<file path="config.mk">
export PLATFORM = sky130hd
export DESIGN_NAME = reset_sequencer_flat
export DESIGN_NICKNAME = d
export VERILOG_FILES = /design/src/rtl/reset_sequencer_if.sv /design/src/rtl/reset_sequencer.sv /design/src/flat_wrapper.sv
export SDC_FILE = /design/constraint.sdc
export NUM_CORES = 1
export LEC_CHECK = 0
export BUFFER_PORTS_ARGS = -buffer_cell sky130_fd_sc_hd__buf_4
export CAP_MARGIN = 20
export CELL_PAD_IN_SITES_DETAIL_PLACEMENT = 1
export CELL_PAD_IN_SITES_GLOBAL_PLACEMENT = 2
export CORE_MARGIN = 10
export CORE_UTILIZATION = 32
export CTS_CLUSTER_SIZE = 8
export DETAILED_ROUTE_END_ITERATION = 10
export GPL_TIMING_DRIVEN = 0
export HOLD_SLACK_MARGIN = 0.15
export PLACE_DENSITY_LB_ADDON = 0.1
export SLEW_MARGIN = 20
export SYNTH_ARGS = -nofsm -noshare
export SYNTH_HDL_FRONTEND = slang
export SYNTH_SLANG_ARGS = --single-unit
</file>
<file path="constraint.sdc">
create_clock -name clk -period 2.18 [get_ports clk]
set_input_delay 0.436 -clock clk [delete_from_list [all_inputs] [get_ports clk]]
set_output_delay 0.436 -clock clk [all_outputs]
set_load 0.05 [all_outputs]
</file>
<file path="src/rtl/reset_sequencer_if.sv">
// reset_sequencer_if: request/quiesce handshake and staged reset outputs of the reset sequencer.
interface reset_sequencer_if #(
    parameter int STAGES = 3
);
    logic              req;
    logic              quiesce_ack;
    logic              quiesce_req;
    logic [STAGES-1:0] stage_rst;
    logic              done;
    logic              timed_out;
    modport master (input req, quiesce_ack, output quiesce_req, stage_rst, done, timed_out);
    modport slave  (output req, quiesce_ack, input quiesce_req, stage_rst, done, timed_out);
endinterface

</file>
<file path="src/rtl/reset_sequencer.sv">
// reset_sequencer: staged release of per-subsystem resets with quiesced run-time resets.
// Define RSTSEQ_TIMEOUT_EN to force the reset when quiesce_ack does not arrive in time.
module reset_sequencer #(
    parameter int STAGES      = 3,
    parameter int HOLD        = 8,
    parameter int STAGE_DELAY = 4,
    parameter int ACK_TIMEOUT = 16
) (
    input logic               clk,
    input logic               rst,
    reset_sequencer_if.master bus
);
    localparam int MAX_HD = (HOLD > STAGE_DELAY) ? HOLD : STAGE_DELAY;
    localparam int MAXC   = (MAX_HD > ACK_TIMEOUT) ? MAX_HD : ACK_TIMEOUT;
    localparam int CW     = (MAXC > 1) ? $clog2(MAXC) : 1;
    localparam int IW     = (STAGES > 1) ? $clog2(STAGES) : 1;
    localparam logic [CW-1:0] HOLD_END = CW'(HOLD - 1);
    localparam logic [CW-1:0] DLY_END  = CW'(STAGE_DELAY - 1);
    localparam logic [IW-1:0] LAST_IDX = IW'(STAGES - 1);
    typedef enum logic [1:0] {S_HOLD, S_RELEASE, S_RUN, S_QUIESCE} state_t;
    state_t            r_state;
    logic [CW-1:0]     r_cnt;
    logic [IW-1:0]     r_idx;
    logic [STAGES-1:0] r_stage_rst;
    logic              r_quiesce_req;
    logic              r_done;
    logic              w_timeout;
`ifdef RSTSEQ_TIMEOUT_EN
    localparam logic [CW-1:0] ACK_END = CW'(ACK_TIMEOUT - 1);
    logic r_timed_out;
    assign w_timeout     = r_cnt == ACK_END;
    assign bus.timed_out = r_timed_out;
`else
    assign w_timeout     = 1'b0;
    assign bus.timed_out = 1'b0;
`endif
    assign bus.stage_rst   = r_stage_rst;
    assign bus.quiesce_req = r_quiesce_req;
    assign bus.done        = r_done;
    always_ff @(posedge clk) begin
        if (rst) begin
            r_state       <= S_HOLD;
            r_cnt         <= '0;
            r_idx         <= '0;
            r_stage_rst   <= '1;
            r_quiesce_req <= 1'b0;
            r_done        <= 1'b0;
`ifdef RSTSEQ_TIMEOUT_EN
            r_timed_out   <= 1'b0;
`endif
        end else begin
            case (r_state)
                S_HOLD: begin
                    if (r_cnt == HOLD_END) begin
                        r_stage_rst[0] <= 1'b0;
                        r_cnt          <= '0;
                        r_idx          <= IW'(1);
                        r_state        <= (STAGES == 1) ? S_RUN : S_RELEASE;
                        r_done         <= STAGES == 1;
                    end else begin
                        r_cnt <= r_cnt + 1'b1;
                    end
                end
                S_RELEASE: begin
                    if (r_cnt == DLY_END) begin
                        r_stage_rst[r_idx] <= 1'b0;
                        r_cnt              <= '0;
                        r_idx              <= r_idx + 1'b1;
                        r_state            <= (r_idx == LAST_IDX) ? S_RUN : S_RELEASE;
                        r_done             <= r_idx == LAST_IDX;
                    end else begin
                        r_cnt <= r_cnt + 1'b1;
                    end
                end
                S_RUN: begin
                    if (bus.req) begin
                        r_quiesce_req <= 1'b1;
                        r_done        <= 1'b0;
                        r_cnt         <= '0;
                        r_state       <= S_QUIESCE;
                    end
                end
                default: begin
                    // An ack on the timeout edge wins, so timed_out only records genuine forced resets
                    if (bus.quiesce_ack || w_timeout) begin
                        r_stage_rst   <= '1;
                        r_quiesce_req <= 1'b0;
                        r_cnt         <= '0;
                        r_state       <= S_HOLD;
`ifdef RSTSEQ_TIMEOUT_EN
                        r_timed_out   <= r_timed_out | ~bus.quiesce_ack;
`endif
                    end else begin
                        r_cnt <= r_cnt + 1'b1;
                    end
                end
            endcase
        end
    end
endmodule

</file>
<file path="src/flat_wrapper.sv">
// flat-port wrapper written by rule: the top's interface ports become plain ports
module reset_sequencer_flat 
#(
    parameter int STAGES      = 3,
    parameter int HOLD        = 8,
    parameter int STAGE_DELAY = 4,
    parameter int ACK_TIMEOUT = 16
)
  (clk, rst, bus_req, bus_quiesce_ack, bus_quiesce_req, bus_stage_rst, bus_done, bus_timed_out);
  reset_sequencer_if #(.STAGES(STAGES)) bus_i ();
  input logic clk;
  input logic rst;
  input wire logic [$bits(bus_i.req)-1:0] bus_req;
  input wire logic [$bits(bus_i.quiesce_ack)-1:0] bus_quiesce_ack;
  output wire logic [$bits(bus_i.quiesce_req)-1:0] bus_quiesce_req;
  output wire logic [$bits(bus_i.stage_rst)-1:0] bus_stage_rst;
  output wire logic [$bits(bus_i.done)-1:0] bus_done;
  output wire logic [$bits(bus_i.timed_out)-1:0] bus_timed_out;
  assign bus_i.req = bus_req;
  assign bus_i.quiesce_ack = bus_quiesce_ack;
  assign bus_quiesce_req = bus_i.quiesce_req;
  assign bus_stage_rst = bus_i.stage_rst;
  assign bus_done = bus_i.done;
  assign bus_timed_out = bus_i.timed_out;
  reset_sequencer #(.STAGES(STAGES), .HOLD(HOLD), .STAGE_DELAY(STAGE_DELAY), .ACK_TIMEOUT(ACK_TIMEOUT)) u_core (.clk(clk), .rst(rst), .bus(bus_i));
endmodule
</file>
==> impl_metrics.ini <==
[sta]
worst_slew_pin_slew_ps = 509
fin_skew_ps = 3.25
rsz0062_at_grt = false
relSlewSlack_pct = 66.0
fmax_mhz = 524
setup_viol = 0
fin_crit_sh_pct = 87.6
finalCriticalPeriod_ps = 1910
slew_violations = 0
setup_tns_ps = 0
hold_violations = 0

[placed_design]
placed_area_sq_um = 916
gp_congestion = 0.798
port_buffers = 8
post-dp-hpwl_um = 1590

[power]
p_seq_share_pct = 35.5
intPower_mw = 0.502
p_sw_share_pct = 41.2
peakVddDrop_uv = 359
p_per_area_nw_per_um2 = 907
clockPowerShare_pct = 18.6
p_leak_nw = 0.356
comb_power_share_pct = 45.9
power_switching_mw = 0.352

[cts]
hold_buffers = 0
cts_setup_buffers = 0
cts_max_path_buffers = 2
clk_pin_slew_ps = 90
cts_repair_resize_count = 0
clk_latency_ps = 280
cts_htree_levels = 1
cts_buffers = 3
cts_sinks = 13
cts_tree = yes
cts_root_buf = clkbuf_4

[synth]
yosysWarningCount = 0
synthFlopType = dfxtp_1
ys_ff_latch = 13
syn_avg_cell_area_sq_um = 8.10
seq_area_frac_synth_pct = 31.8
async_reset_ff_share_pct = 0
synth_nets = 113
synth.distinct_cells = 32
syn_inst = 101
synth-edff-count = 0
synthesis.area_sq_um = 818

[final_layout]
final.fill_count = 321
area_delta_synth_final_pct = 15.1
seq_area_sq_um = 260
final_common_cell = nand2_1
multi_input_area_sq_um = 504
drive_above_1_share_pct = 16.8
nets = 126
final_cell_mix = 15 x nand2_1, 13 x dfxtp_1, 9 x nor2_1, 9 x buf_4, 8 x ha_1
antenna_cells = 0
stdcell_area_sq_um = 942

[routing]
ant_nets = 0
drtIter0Drc = 12
wire_per_inst_um = 14.3
via_per_inst = 5.11
vias = 731
drt_first_pass_iters = 3
drt-total-wl_um = 2050
drc = 0

[worst_setup_path]
cp_max_fo = 8
critical_path_required_ps = 2360
end_kind = register
worstPathArrival_ps = 2090
path_class = register to register
start_kind = register

[global_routing]
antenna_found_initial = 0
grt_pass1_vias = 761
grt_overflow = 0
grt_max_degree = 11
track_usage_pct = 8.48
grt_pass1_wl_um = 3470

[die]
ios = 10
placementRows = 18
dieHeight_um = 70.6
die-area_sq_um = 4980
initial_core_util_pct = 33.3
core-area_sq_um = 2450
dieWidth_um = 70.6

[job]
drv_cap = 0

[worst_hold_path]
hold_class = input port to register

[run_status]
status = finished, final reports clean
[worst max-delay path, stage by stage, from the launching register on]
cell and delay [ps]:
dfxtp_1 400, inv_1 100, ha_1 210, buf_6 140, mux2_4 290, o22ai_2 270, nand2_1 90, o41ai_1 310
[worst paths after layout]
check | depth (start not counted) | to | slack [ps] | startpoint
max | 7 | u_core.r_state[1]$_SDFFE_PP0P_ | 270 | u_core.r_state[0]$_SDFFE_PP0P_
min | 3 | u_core.bus.stage_rst[1]$_SDFFE_PP1P_ | 420 | rst
max reg2reg | 7 | u_core.r_state[1]$_SDFFE_PP0P_ | 270 | u_core.r_state[0]$_SDFFE_PP0P_
min reg2reg | 2 | u_core.bus.stage_rst[0]$_SDFFE_PP1P_ | 460 | u_core.bus.stage_rst[0]$_SDFFE_PP1P_
[cell usage after synthesis (2+ instances only)]
cell type | number | share of area, %
nand2_1 | 15 | 6.9
dfxtp_1 | 13 | 32
nor2_1 | 9 | 4.1
ha_1 | 8 | 12
a21oi_1 | 6 | 3.7
inv_1 | 6 | 2.8
nand3_1 | 5 | 3.1
nor2b_1 | 4 | 3.1
o21ai_0 | 4 | 2.4
nor3_1 | 3 | 1.8
a211o_1 | 2 | 2.1
a31oi_1 | 2 | 1.5
clkbuf_1 | 2 | 0.92
nand2b_1 | 2 | 1.5
nor3b_1 | 2 | 1.8
o21a_1 | 2 | 1.8
[stage by stage]
step	cells	utilization [%]	setup WS [ps]	power, mW	hold slack, ps
5_1_grt	143	38.4	137	0.928	422
2_1_floorplan	101	-	410	0.617	449
3_5_place_dp	139	37.3	271	0.701	451
3_3_place_gp	139	37.3	291	0.699	444
4_1_cts	143	38.4	257	0.866	418
6_report	143	38.4	270	0.855	425
[cells by family (layout without fill, tap and decap cells)]
kind of cell | count (synthesis) | in the layout | share of synthesized area (%)
compound gates | 24 | 24 | 22.2
buf+inv | 11 | 23 | 6.57
flops | 13 | 13 | 31.8
fa+ha+maj | 8 | 8 | 12.2
other cells | 1 | 1 | 0.458
mux | 1 | 1 | 1.83
simple gates | 43 | 43 | 24.9
[sequential cells by signal (all words and copies together) (netlist names)]
signal / flops
u_core.bus.stage_rst: 3
u_core.bus.quiesce_req: 1
u_core.r_idx: 2
u_core.bus.done: 1
u_core.r_cnt: 4
u_core.r_state: 2
[area by class of cell]
class | instances | share of cell area [%]
multi-input cells | 77 | 53.5
repair buffers | 8 | 6.37
clock buffers | 4 | 2.79
well taps | 30 | 3.98
flip-flops and latches | 13 | 27.6
plain buffers | 5 | 3.32
inverters | 6 | 2.39
[routing by layer]
layer	up-vias	wire length, um	track usage, %
met5	-	0	0
met4	0	21	5.16
met3	2	66	2.51
met2	4	955	13.9
met1	348	1010	9.46
li1	377	-	-
[power by group through the flow]
stage	Clock (mW)	Sequential [mW]	Combinational, mW
finish	0.159	0.303	0.392
global route	0.179	0.310	0.440
global placement	0	0.307	0.392
floorplan	0	0.304	0.313
detailed placement	0	0.308	0.393
CTS	0.169	0.303	0.394
No activity file was read; power rests on OpenSTA's default activity.
